File: src/rtl/shift_counter_pkg.sv
// ============================================================================
// Module   : shift_counter_pkg
// Purpose  : Shared mode/direction encodings and sequence-period helper.
// Revision : 1.0 - initial release
// ============================================================================
`default_nettype none

package shift_counter_pkg;

    localparam logic MODE_JOHNSON = 1'b0;
    localparam logic MODE_RING    = 1'b1;
    localparam logic DIR_UP       = 1'b0;
    localparam logic DIR_DOWN     = 1'b1;

    function automatic int period(input int width, input logic mode);
        return (mode == MODE_RING) ? width : 2 * width;
    endfunction

endpackage

`default_nettype wire

File: src/rtl/shift_counter_decode.sv
// ============================================================================
// Module   : shift_counter_decode
// Purpose  : Combinational decode of counter state into index, legality and
//            first/last-position flags for the current mode.
// Revision : 1.0 - initial release
// ============================================================================
`default_nettype none

module shift_counter_decode
    import shift_counter_pkg::*;
#(
    parameter int WIDTH = 4,
    parameter int IDX_W = $clog2(2 * WIDTH)
) (
    input  logic [WIDTH-1:0] q,
    input  logic             mode,
    output logic [IDX_W-1:0] idx,
    output logic             illegal,
    output logic             at_last,
    output logic             at_first
);

    logic [IDX_W-1:0] w_pop;
    logic [IDX_W-1:0] w_ring_idx;
    logic [IDX_W-1:0] w_last;
    logic [WIDTH-1:0] w_q_inc;
    logic [WIDTH-1:0] w_nq;
    logic [WIDTH-1:0] w_nq_inc;
    logic [WIDTH-1:0] w_q_dec;
    logic             w_legal_j;
    logic             w_legal_r;

    always_comb begin
        w_pop      = '0;
        w_ring_idx = '0;
        for (int i = 0; i < WIDTH; i++) begin
            w_pop = w_pop + {{(IDX_W-1){1'b0}}, q[i]};
            if (q[i]) begin
                w_ring_idx = IDX_W'(i);
            end
        end
    end

    // A 0..01..1 code plus one is a power of two (or wraps to zero), so
    // ANDing with it clears everything; the MSB-anchored form is its inverse.
    assign w_q_inc   = q + WIDTH'(1);
    assign w_nq      = ~q;
    assign w_nq_inc  = w_nq + WIDTH'(1);
    assign w_q_dec   = q - WIDTH'(1);
    assign w_legal_j = ((q & w_q_inc) == '0) || ((w_nq & w_nq_inc) == '0);
    assign w_legal_r = (q != '0) && ((q & w_q_dec) == '0);

    assign illegal = (mode == MODE_RING) ? ~w_legal_r : ~w_legal_j;

    // Modular subtraction yields 2*WIDTH - popcount even when 2*WIDTH
    // itself does not fit in IDX_W bits.
    assign idx = (mode == MODE_RING) ? w_ring_idx
               : (q[WIDTH-1] ? (IDX_W'(2 * WIDTH) - w_pop) : w_pop);

    assign w_last   = IDX_W'(period(WIDTH, mode) - 1);
    assign at_last  = ~illegal && (idx == w_last);
    assign at_first = ~illegal && (idx == '0);

endmodule

`default_nettype wire

File: src/rtl/shift_counter.sv
// ============================================================================
// Module   : shift_counter
// Purpose  : Parametrised Johnson/ring shift counter with load, direction,
//            decoded index and wrap pulse. Optional illegal-state recovery
//            enabled by defining SHIFT_COUNTER_SELFCORRECT_EN.
// Revision : 1.0 - initial release
// ============================================================================
`default_nettype none

module shift_counter
    import shift_counter_pkg::*;
#(
    parameter int WIDTH = 4,
    parameter int IDX_W = $clog2(2 * WIDTH)
) (
    input  logic             clk,
    input  logic             rst,
    input  logic             en,
    input  logic             dir,
    input  logic             mode,
    input  logic             load,
    input  logic [WIDTH-1:0] load_val,
    output logic [WIDTH-1:0] q,
    output logic [IDX_W-1:0] idx,
    output logic             wrap,
    output logic             illegal
);

    logic [WIDTH-1:0] r_q;
    logic             r_wrap;
    logic [WIDTH-1:0] w_q_next;
    logic [WIDTH-1:0] w_start;
    logic             w_wrap_next;
    logic             w_fb_up;
    logic             w_fb_dn;
    logic             w_at_last;
    logic             w_at_first;
    logic             w_correct;

    shift_counter_decode #(
        .WIDTH (WIDTH),
        .IDX_W (IDX_W)
    ) u_decode (
        .q        (r_q),
        .mode     (mode),
        .idx      (idx),
        .illegal  (illegal),
        .at_last  (w_at_last),
        .at_first (w_at_first)
    );

    assign w_start = (mode == MODE_RING) ? WIDTH'(1) : '0;

    // Ring recirculates the outgoing bit; Johnson inverts it.
    assign w_fb_up = (mode == MODE_RING) ? r_q[WIDTH-1] : ~r_q[WIDTH-1];
    assign w_fb_dn = (mode == MODE_RING) ? r_q[0]       : ~r_q[0];

`ifdef SHIFT_COUNTER_SELFCORRECT_EN
    assign w_correct = illegal;
`else
    assign w_correct = 1'b0;
`endif

    always_comb begin
        w_q_next    = r_q;
        w_wrap_next = 1'b0;
        if (load) begin
            w_q_next = load_val;
        end else if (w_correct) begin
            w_q_next = w_start;
        end else if (en) begin
            if (dir == DIR_UP) begin
                w_q_next    = {r_q[WIDTH-2:0], w_fb_up};
                w_wrap_next = w_at_last;
            end else begin
                w_q_next    = {w_fb_dn, r_q[WIDTH-1:1]};
                w_wrap_next = w_at_first;
            end
        end
    end

    always_ff @(posedge clk) begin
        if (rst) begin
            r_q    <= w_start;
            r_wrap <= 1'b0;
        end else begin
            r_q    <= w_q_next;
            r_wrap <= w_wrap_next;
        end
    end

    assign q    = r_q;
    assign wrap = r_wrap;

endmodule

`default_nettype wire

File: config.mk
export PLATFORM = sky130hd
export DESIGN_NAME = shift_counter
export DESIGN_NICKNAME = d
export VERILOG_FILES = /design/src/rtl/shift_counter_pkg.sv /design/src/rtl/shift_counter_decode.sv /design/src/rtl/shift_counter.sv
export SDC_FILE = /design/constraint.sdc
export NUM_CORES = 1
export LEC_CHECK = 0
export CORE_MARGIN = 8
export CORE_UTILIZATION = 25
export CTS_CLUSTER_DIAMETER = 150
export DETAILED_ROUTE_END_ITERATION = 7
export PLACE_DENSITY = 0.47
export SYNTH_ARGS = -nofsm -noshare
export SYNTH_HDL_FRONTEND = slang
export SYNTH_HIERARCHICAL = 1
export SYNTH_SLANG_ARGS = --single-unit
File: constraint.sdc
create_clock -name clk -period 3.2 [get_ports clk]
set_input_delay 0.64 -clock clk [delete_from_list [all_inputs] [get_ports clk]]
set_output_delay 0.64 -clock clk [all_outputs]
set_load 0.02 [all_outputs]
==> summary by stage, run 1 <==
Run status
The run finished with clean final reports.

Setup path
STA classifies the critical path endpoint as an output pin. The cell family contributing the most delay on the critical path is buffers and inverters. The number of buffers and inverters on the critical path is 3.

The required time at the endpoint of the critical path is 2.56 ns. The most critical setup path has its startpoint at mode. The worst setup path is launched from a primary input.

The type of the worst setup path is primary input to output pin. Along the worst path, the maximum fanout reaches 5. The worst reg2reg path startpoint is q[0]. For this run, the slowest stage of the critical path takes 0.54 ns.

The cell at the slowest stage of the critical path is sky130_fd_sc_hd__clkdlybuf4s50_1. Walking the worst path, the cells encountered are clkdlybuf4s50_1, buf_4, nand2_1, a31oi_1, o311ai_1, and2_1, clkdlybuf4s50_1. The cell repeated most along the worst path is sky130_fd_sc_hd__clkdlybuf4s50_1. The arrival time of the worst setup path is 2.47 ns.

Logic synthesis
The register bit count reported by yosys is 5. Ranked by total cell area, the synthesized netlist is headed by sky130_fd_sc_hd__edfxtp_1, sky130_fd_sc_hd__ha_1, sky130_fd_sc_hd__mux2i_1, sky130_fd_sc_hd__inv_1, sky130_fd_sc_hd__mux2_4. The post-synthesis instance area is 676 µm². The post-synthesis sequential area ratio is 20.7%. The post-synth net total is 92. By count the netlist is led by sky130_fd_sc_hd__inv_1, sky130_fd_sc_hd__ha_1, sky130_fd_sc_hd__nor2_1. The area fraction of the dominant cell type after synthesis is 17.8%. The number of different library cells in the post-synthesis netlist is 33. The most used flip-flop cell after synthesis is sky130_fd_sc_hd__edfxtp_1. Of all flip-flops after synthesis, the portion carrying an async set or reset was 0%. The synthesized area per cell is 9.13 µm². The number of flops mapped to enable cells by yosys is 4. The most used standard cell by instance count after synthesis is sky130_fd_sc_hd__inv_1.

Yosys printed 6 warnings. Counting every instance in the synthesized netlist gives 74. The biggest area consumer among synthesized cells is sky130_fd_sc_hd__edfxtp_1.

Clocking
CTS built an H-tree with a depth of 1. In this run the clock root is driven by a sky130_fd_sc_hd__clkbuf_4. Clock tree synthesis found a total of 5 sinks.

The post-CTS setup buffer count is 0. The TritonCTS clock tree is built. The clock passes through at most 2 buffers. The clock buffer count from CTS is 3. For this design, the CTS-stage hold fixing added 0 buffers. Clock-pin slew was measured on the worst setup and hold paths at 0.04 ns. The clock insertion delay at the later pin of the skew report is 0.24 ns.

Placed design
At the end of routability-driven placement, the weighted congestion stood at 0.787. Once placement finished, the instance area stood at 963 µm². The total placed cells including tap cells is 132. OpenSTA, run right after detailed placement, puts the worst setup slack at -0.113 ns.

The final HPWL from detailed placement is 1400 µm. The count of buffers from port buffering is 18.

Timing
The post-route fraction of the period consumed by the critical path is 97.2%. The number of failing hold endpoints at the final stage came to 0. The worst setup skew after layout is 0.00411 ns.

In the final timing run, aggregate negative setup slack is 0 ns. The relative slew slack is 78.4%. For the pin with the worst max-slew slack, the measured transition is 0.319 ns. The setup violation total in the final timing report is 0. Static timing analysis puts the maximum clock frequency at 321 MHz. The worst-case hold slack is 0.849 ns. The final-report max-slew violation count is 0. In the post-route analysis, the smallest setup slack over all paths is 0.0895 ns. The minimum clock period is 3.11 ns.

Routing
Detailed routing placed a total of 100 µm of wire on met3. Wires add up to 1760 µm. The routed length per instance is 12.9 µm.

The per-cell via count in the routed design is 4.55. The number of iterations in the first detailed-routing pass is 4. The post-route DRC violation count is 0. The routed layout has 619 vias. The wire length on met2 is 815 µm. In this run, the number of DRC markers left after iteration 0 of detailed routing was 27. The top layer reached by signal wires is met3. The number of antenna-violating nets in the routed design is 0. In the final routing, the length of wire on met1 measures 844 µm.

Power and ir drop
The design draws 0.382 mW. Power spread over the standard cell area amounts to 378 nW/µm². The leakage component of the power is 0.434 nW. VDD sags by at most 189 µV.

Floorplanning
After floorplanning, the core was divided into 19 placement rows. The horizontal die dimension is 68.0 µm. The region available for standard cell placement spans 2660 µm². The die covers 4620 µm². For this configuration, the core starts out at a cell density of 25.4%. 19 I/O pins were placed. Measured along the y axis, the die boundary spans 68.0 µm.

Hold path
The worst hold path begins at q[3]. The type of the worst min-delay path is flop to flop.

Cells and area
The count of inserted antenna diode cells is 0. The fraction of final layout cells with drive strength greater than 1 is 23.8%. The post-synthesis to final-layout area growth is 49.4%. The final design instance area without fill is 1010 µm². At the end of the flow, the number of nets in the layout was 124. The filler-free cell count of the finished design is 136. The post-route core utilization is 37.9%.

Global routing
The global-route total usage across every layer is 8.06%. Entering global routing, the biggest net connects 12 pins. The number of antenna violations at the first check in global routing is 0. The total overflow left after global routing is 0. The via count of the first global-routing pass is 620. The first global-routing pass estimated 2890 µm of wire.

Job
The tool flagged a number of max-cap violations equal to 0.
## metal layers
| layer | up-vias | global-route usage (%) |
|---|---|---|
| li1 | 325 | - |
| met1 | 277 | 9.71 |
| met2 | 17 | 13.7 |
| met3 | 0 | 2.13 |
| met4 | 0 | 2.30 |
| met5 | - | 0 |
## state kept, by name (all words and copies together), names as in the netlist
register	flops
q	4
wrap	1
## kinds of logic after synthesis
family | share of synthesized area [%]
fa+ha+maj | 15.9
flops | 20.7
simple gates | 22.0
mux | 11.9
xor+xnor | 3.89
compound gates | 17.4
buf+inv | 8.15
## layout by cell type, fill, tap and decap left out, drive strengths merged, types with 3 or more instances in the layout
cell type      instances
nor2                   6
a31oi                  3
buf                   14
nand2                  3
mux2i                  5
a21oi                  4
inv                    9
nor3                   3
clkbuf                 4
clkdlybuf4s50         15
ha                     7
edfxtp                 4
## path summary, 6_finish.rpt
kind / endpoint / slack, ns / cells after the start
setup / recovery: illegal / 0.09 / 7
hold / removal: q[0] / 0.85 / 3
setup reg to reg: wrap / 0.18 / 13
hold reg to reg: q[0] / 0.85 / 3
## worst reg2reg max path: stages, from the launching register on
cell and delay (ns):
sky130_fd_sc_hd__edfxtp_1 0.33, sky130_fd_sc_hd__inv_1 0.07, sky130_fd_sc_hd__fa_1 0.53, sky130_fd_sc_hd__inv_1 0.04, sky130_fd_sc_hd__ha_1 0.20, sky130_fd_sc_hd__ha_4 0.27, sky130_fd_sc_hd__inv_1 0.04, sky130_fd_sc_hd__ha_1 0.27
sky130_fd_sc_hd__nor3b_2 0.22, sky130_fd_sc_hd__a21oi_2 0.07, sky130_fd_sc_hd__or2_1 0.22, sky130_fd_sc_hd__a211oi_1 0.29, sky130_fd_sc_hd__mux2i_1 0.14, sky130_fd_sc_hd__nor4b_1 0.23
## final cells by class
type	count	area, µm²
sequential	5	140
timing repair buffer	30	269
clock buffer	4	26.3
multi-input combinational	57	502
fill	276	1650
tap	31	38.8
inverter	9	33.8
## timing repair
action	4_1_cts	5_1_grt
setup endpoints to repair	2	3
resized for setup	8	6
pin swaps	0	1
endpoints found under the hold margin	0	0
## where the power goes
group          switching [mW]  total [mW]  internal, mW
clock network          0.0249      0.0719        0.0471
registers             0.00269      0.0798        0.0771
logic                   0.116       0.230         0.114
Power figures use the tool's default switching activity.
==> inputs of run 2 (changes only) <==
Settings changed: CAP_MARGIN set to 20, CORE_UTILIZATION 25 to 46, PLACE_DENSITY 0.47 to 0.78, SYNTH_HIERARCHICAL 1 to not set.
==> run 2 against run 1 <==
Compared with the run above:
- synthesized area is 3.9% lower
- register-to-register slack better by 0.41 ns
- synthesized cell count is 1.4% higher
- combinational power is 10% lower
- count of clock-buffer cells in the layout stayed put
- clock skew is 0.0017 ns higher
- setup slack better by 0.026 ns
- critical endpoint is now idx[0]
- fmax is 0.86% higher
- global-route usage is 3.5 points higher
- clock power is 3.5% higher
==> summary by stage, run 2 <==
Run status
The flow ran to the end, and the final reports show no timing, DRC or antenna violations.

Cells and area
The flip-flop count of the largest register, all copies and words added is 4 (unchanged). The count of inserted antenna diode cells came to 0 (unchanged). The area of all sequential standard cells was 140 µm² (unchanged). The library cells used most frequently in the layout, excluding fill and tap cells, are sky130_fd_sc_hd__clkdlybuf4s50_1, sky130_fd_sc_hd__buf_4, sky130_fd_sc_hd__inv_1.

The most common library cell in the layout ignoring fill and taps is sky130_fd_sc_hd__clkdlybuf4s50_1. The post-synthesis to final-layout area growth is 44.5%. The area taken by multi-input logic gates is 460 µm² (-8.2%). The filler-free cell count of the finished design is 117 (-14%).

The number of fill cells is 101 (-63%). The post-route core utilization is 71.2% (+33 points). The final net count is 120 (-3.2%). The fraction of final layout cells with drive strength greater than 1 is 27.5% (+3.6 points).

Setup path
The type of the worst setup path is flop to output pin. The reg2reg setup slack is 0.59 ns (+0.41 ns). STA classifies the critical path endpoint as an output pin. The arrival time of the worst setup path is 2.44 ns (-0.03 ns). The required time at the endpoint of the critical path was 2.56 ns (about the same). The maximum fanout along the worst path was 3 (-2). STA classifies the critical path startpoint as a flop.

Routing
The number of DRC violations after detailed-routing iteration 0 is 16 (-41%). The per-cell via count in the routed design is 5.34 (+17%). The post-detailed-routing wire length is 1620 µm (-8.2%). The number of vias in the routed layout is 625 (+0.97%). The number of antenna-violating nets in the routed design came to 0 (unchanged).

The routed length per instance is 13.8 µm (+6.7%). The number of iterations in the first detailed-routing pass is 5 (+1). The post-route DRC violation count was 0 (unchanged).

Logic synthesis
The number of flops mapped to enable cells by yosys is 4 (unchanged). The register bit count reported by yosys is 5 (unchanged). The synthesized instance count is 75 (+1.4%). The post-synthesis sequential area ratio is 21.6% (+0.84 points).

Ranked by instance count, the synthesized netlist is headed by sky130_fd_sc_hd__inv_1, sky130_fd_sc_hd__ha_1, sky130_fd_sc_hd__nor2_1. The area fraction of the dominant cell type after synthesis came to 18.5% (+0.72 points). The proportion of synthesized flip-flops having asynchronous set or reset is 0% (unchanged). The biggest area contributor in the post-synthesis netlist is sky130_fd_sc_hd__edfxtp_1.

The synthesized area per cell was 8.66 µm² (-5.2%). The number of different library cells in the post-synthesis netlist is 32 (-3.0%). The yosys synthesis warning count is 0 (-6). The most used flip-flop cell after synthesis is sky130_fd_sc_hd__edfxtp_1. The post-synthesis instance area came to 649 µm² (-3.9%). The most used standard cell by instance count after synthesis is sky130_fd_sc_hd__inv_1. By area the synthesized netlist is led by sky130_fd_sc_hd__edfxtp_1, sky130_fd_sc_hd__ha_1, sky130_fd_sc_hd__mux2i_1, sky130_fd_sc_hd__inv_1, sky130_fd_sc_hd__xnor2_1. The post-synth net total is 92 (unchanged).

Floorplanning
The starting utilization of the core area came to 49.3% (+24 points). The area enclosed by the die boundary is 2870 µm² (-38%). The site row count came to 13 (-6). The number of top-level pins was 19 (unchanged).

The core box area is 1320 µm² (-51%). The horizontal die dimension came to 53.6 µm (-21%). The floorplan die height is 53.6 µm (-21%).

Timing
The setup TNS came to 0 ns (unchanged). The number of failing hold endpoints at the final stage came to 0 (unchanged). The post-route fraction of the period consumed by the critical path was 96.4% (-0.83 points). The top achievable clock speed was 324 MHz (+0.86%). The minimum clock period is 3.08 ns (-0.0264 ns). The worst setup skew after layout is 0.00579 ns (+0.00168 ns). The setup violation total in the final timing report was 0 (unchanged). The worst-case hold slack was 0.933 ns (+0.0830 ns). The relative slew slack is 68.0% (-10 points). The final-report max-slew violation count is 0 (unchanged). The slew at the pin with the worst max-slew slack is 0.469 ns (+0.149 ns).

Placed design
The final HPWL from detailed placement was 1290 µm (-8.2%). The final estimated routing congestion in global placement came to 0.821 (+4.3%). The count of buffers from port buffering is 18 (unchanged). The total placed cells including tap cells is 113 (-14%).

Global routing
The global-route congestion overflow total was 0 (unchanged). The via count of the first global-routing pass was 609 (-1.8%). The pin count of the biggest net entering global routing was 12 (unchanged). The global-route wire length before repair is 2590 µm (-11%). The global-route total usage across every layer is 11.6% (+3.5 points).

The number of antenna violations at the first check in global routing came to 0 (unchanged).

Clocking
The buffer type at the clock tree root is sky130_fd_sc_hd__clkbuf_4. The buffer depth of the longest clock path came to 2 (unchanged). TritonCTS built the clock tree. The number of buffers inserted for hold repair after clock tree synthesis was 0 (unchanged). The count of clock tree sinks was 5 (unchanged). The depth of the CTS H-tree is 1 (unchanged). The clock buffer count from CTS is 3 (unchanged). The clock insertion delay at the later pin of the skew report is 0.25 ns (about the same). The clock-pin slew of the registers on the worst-case setup and hold paths is 0.05 ns (about the same). The post-CTS setup buffer count was 0 (unchanged).

Power and ir drop
The maximum vdd ir drop came to 223 µV (+18%). The ratio of total power to cell area came to 384 nW/µm² (+1.6%). The leakage component of the power is 0.401 nW (-7.7%). The sum of internal, switching and leakage power is 0.360 mW (-5.6%).

Job
The number of violations of the max-capacitance limit is 0 (unchanged).

Hold path
The type of the worst min-delay path is flop to flop.
## run 2: kinds of logic after synthesis
group	synth area share [%]
flip-flops	21.6
buffers and inverters	11.6
AO/OA/AOI/OAI	19.5
AND/OR/NAND/NOR	17.9
adder cells (fa/ha/maj)	14.6
multiplexers	9.44
XOR/XNOR	5.40
## run 2: per-stage QoR
step | instance area (µm²) | worst slack (ns)
3_3_place_gp | 890 | -0.0873
5_1_grt | 938 | -0.0108
6_report | 938 | 0.116
4_1_cts | 917 | 0.0114
3_5_place_dp | 890 | -0.146
2_1_floorplan | 649 | 0.230
## run 2: metal layers
layer	vias to the layer above	track usage, %	part of all wire, %
li1	314	-	-
met1	291	13.6	41
met2	20	20.1	53
met3	0	3.31	6.4
met4	0	2.94	0
met5	-	0	0
## run 2: power by group
part	internal [mW]	total, mW	switching (mW)	leakage [nW]
Clock	0.0472	0.0744	0.0272	0.0150
Combinational	0.105	0.206	0.102	0.333
Sequential	0.0767	0.0797	0.00305	0.0528
## run 2: path summary, 6_finish.rpt
check,from,end,depth (start not counted)
worst min-delay path,q[2],q[1],5
worst min register to register,q[2],q[1],5
worst max register to register,q[0],wrap,12
worst max-delay path,q[0],idx[0],7
## run 2: area by class of cell
| type | instances | area share (%) |
|---|---|---|
| clock buffers | 4 | 2.80 |
| inverters | 11 | 4.40 |
| flip-flops and latches | 5 | 14.9 |
| repair buffers | 28 | 26.8 |
| well taps | 15 | 2.00 |
| multi-input cells | 54 | 49.1 |
## run 2: worst max-delay path, stage by stage, from the launching register on
cell and delay, ns:
sky130_fd_sc_hd__edfxtp_1 0.41, sky130_fd_sc_hd__inv_2 0.08, sky130_fd_sc_hd__ha_1 0.22, sky130_fd_sc_hd__inv_1 0.08, sky130_fd_sc_hd__fa_2 0.45, sky130_fd_sc_hd__nor2b_1 0.17
sky130_fd_sc_hd__a31oi_4 0.17, sky130_fd_sc_hd__clkdlybuf4s50_1 0.63
## run 2: what timing repair did
action / CTS / global route
gates resized for setup: 6 / 10
pin swaps: 0 / 2
cloned: 0 / 0
setup endpoints to repair: 2 / 2
==> inputs of run 3 (changes only) <==
Settings changed: PLACE_DENSITY 0.78 to 0.77, SYNTH_HIERARCHICAL set to 1.
Clock period 3.2 ns to 3 ns, I/O delays scaled along.
==> run 3 against run 2 <==
Compared with the run above:
- total power rose by 23%
- non-clock buffer count grew 8
- clock power increased by 4.7%
- core utilization rose by 2.3 points
- setup slack worse by 0.091 ns
- critical endpoint is now idx[2]
- largest power group unchanged
==> summary by stage, run 3 (same netlist as run 1, synthesis figures left out) <==
Run status
The run finished with clean final reports.

Setup path
The number of buffers and inverters on the critical path was 4 (+1). The required time at the endpoint of the critical path was 2.40 ns (-0.16 ns). The kind of start point of the critical path is a flop. The maximum fanout along the worst path is 2 (-1).

The type of the worst setup path is flop to output pin. The cell at the slowest stage of the critical path is sky130_fd_sc_hd__fa_1. The cell family contributing the most delay on the critical path is adder cells. The maximum single-stage delay on the critical path came to 0.53 ns (-0.10 ns). The arrival time of the worst setup path is 2.37 ns (-0.07 ns). The kind of capture point of the worst setup path is an output pin.

The critical path goes through inv_2, fa_1, inv_1, ha_2, ha_4, inv_2, ha_4, nor2b_2, xnor2_1, nor2_1, buf_4.

Clocking
The count of clock tree sinks is 5 (unchanged). The depth of the CTS H-tree is 1 (unchanged). The cell sitting at the root of the clock tree is a sky130_fd_sc_hd__clkbuf_4. The clock buffer count from CTS is 3 (unchanged).

The clock insertion delay at the later pin of the skew report is 0.24 ns (about the same). The clock-pin slew of the registers on the worst-case setup and hold paths came to 0.05 ns (about the same). TritonCTS built the clock tree. The number of buffers inserted for hold repair after clock tree synthesis is 0 (unchanged). The buffer depth of the longest clock path was 2 (unchanged).

Power and ir drop
The reported net switching power is 0.167 mW (+26%). The switching part of the total was 37.5% (+0.90 points). The maximum vdd ir drop was 340 µV (+53%). The sum of internal, switching and leakage power is 0.445 mW (+23%). The portion of total power attributed to sequential cells is 19.6% (-2.5 points). The leakage component of the power came to 0.456 nW (+14%).

The design internal power is 0.278 mW (+22%). The ratio of total power to cell area is 421 nW/µm² (+9.7%). The part of the total power dissipated in the clock network is 17.5% (-3.2 points). The power share of the combinational group is 62.9% (+5.7 points).

Floorplanning
The floorplan die height is 54.3 µm (+1.4%). The area enclosed by the die boundary was 2950 µm² (+2.8%). The core box area is 1440 µm² (+9.0%). The horizontal die dimension was 54.3 µm (+1.4%). The number of top-level pins came to 19 (unchanged). The starting utilization of the core area is 47.0% (-2.2 points). The site row count came to 14 (+1).

Routing
The number of antenna-violating nets in the routed design was 0 (unchanged). The number of vias in the routed layout is 647 (+3.5%). The post-detailed-routing wire length is 1660 µm (+2.8%). The routed length per instance came to 13.1 µm (-5.3%).

The number of DRC violations after detailed-routing iteration 0 came to 6 (-10). The number of iterations in the first detailed-routing pass is 4 (-1). The post-route DRC violation count is 0 (unchanged). The per-cell via count in the routed design is 5.09 (-4.6%).

Global routing
The global-route congestion overflow total is 0 (unchanged). The pin count of the biggest net entering global routing was 10 (-2). The most used routing layer in global routing is met2.

The met1 routing resource usage after global routing is 12.6% (-0.97 points). The global-route total usage across every layer is 12.3% (+0.78 points). The global-route track usage on met2 is 23.1% (+3.0 points).

The global-route wire length before repair is 2700 µm (+4.3%). The met3 global-route usage is 2.45% (-0.86 points). The via count of the first global-routing pass came to 656 (+7.7%). The number of antenna violations at the first check in global routing came to 0 (unchanged).

Timing
The setup violation total in the final timing report is 0 (unchanged). The number of failing hold endpoints at the final stage came to 0 (unchanged). Setup repair after global routing could not meet its margin everywhere. The final-report max-slew violation count is 0 (unchanged). The minimum clock period is 2.97 ns.

The worst-case hold slack came to 0.931 ns (-0.00123 ns). The final critical path takes up 99.2% of the cycle. The top achievable clock speed is 336 MHz. The setup TNS came to 0 ns (unchanged). The relative slew slack came to 76.3% (+8.3 points).

The final worst-path setup slack was 0.0254 ns (-0.0905 ns). The slew at the pin with the worst max-slew slack came to 0.354 ns (-0.114 ns). The worst setup skew after layout is 0.00727 ns (+0.00148 ns).

Cells and area
The library cells used most frequently in the layout, excluding fill and tap cells, are sky130_fd_sc_hd__buf_4, sky130_fd_sc_hd__clkdlybuf4s50_1, sky130_fd_sc_hd__nor2_1. The fraction of final layout cells with drive strength greater than 1 is 35.1% (+7.7 points). The post-synthesis to final-layout area growth is 56.3%. The number of fill cells was 108 (+6.9%). The final design instance area without fill came to 1060 µm² (+13%). The final net count was 130 (+8.3%). The area of all sequential standard cells is 140 µm² (unchanged). The most common library cell in the layout ignoring fill and taps is sky130_fd_sc_hd__buf_4.

The count of inserted antenna diode cells is 0 (unchanged). The flip-flop count of the largest register, all copies and words added came to 4 (unchanged). The area taken by multi-input logic gates is 531 µm² (+15%).

Placed design
The final HPWL from detailed placement is 1330 µm (+3.1%). The count of buffers from port buffering is 18 (unchanged). The pre-CTS setup slack was -0.153 ns (-0.00710 ns). The final estimated routing congestion in global placement was 0.738 (-10%). The placed instance area was 1000 µm² (+13%).

Hold path
In this run the worst hold path is classified as flop to flop.

Job
The number of violations of the max-capacitance limit is 0 (unchanged).
run 3: power groups by stage:
stage,logic (mW),registers [mW],clock network (mW)
final,0.280,0.0873,0.0779
after global routing,0.309,0.0879,0.0834
after CTS,0.260,0.0872,0.0801
after detailed placement,0.269,0.0883,0
after global placement,0.263,0.0882,0
after floorplan,0.146,0.102,0
run 3: final timing paths:
| check | endpoint | depth (start not counted) | start | slack (ns) |
|---|---|---|---|---|
| worst max-delay path | idx[2] | 11 | q[3] | 0.03 |
| worst min-delay path | q[2] | 4 | q[1] | 0.93 |
| worst min register to register | q[2] | 4 | q[1] | 0.93 |
| worst max register to register | wrap | 14 | q[3] | 0.10 |
run 3: cell type report:
type	count	area share, %
Sequential cell	5	13.3
Timing Repair Buffer	36	28.9
Multi-Input combinational cell	57	50.2
Tap cell	16	1.90
Inverter	9	3.20
Clock buffer	4	2.49
run 3: routing by layer:
metal | vias up | part of all wire [%]
met4 | 0 | 1.6
met3 | 4 | 5.2
met1 | 288 | 41
met5 | - | 0
met2 | 15 | 52
li1 | 340 | -
run 3: metrics by stage:
stage | instances | util, %
5_1_grt | 127 | 73.5
2_1_floorplan | 74 | -
4_1_cts | 124 | 70.8
3_3_place_gp | 120 | 69.9
3_5_place_dp | 120 | 69.9
6_report | 127 | 73.5
run 3: timing repair:
action	4_1_cts	5_1_grt
setup buffers	0	3
pin swaps	0	8
hold endpoints to repair	0	0
endpoints found under the setup margin	4	3
gates resized for setup	10	4
run 3: worst reg2reg max path: cells and delay by family (launching register included):
family | cells | cell delay (ns)
buffers and inverters | 4 | 0.27
AND/OR/NAND/NOR | 3 | 0.63
flip-flops | 1 | 0.37
AO/OA/AOI/OAI | 2 | 0.24
multiplexers | 1 | 0.12
adder cells (fa/ha/maj) | 4 | 1.18
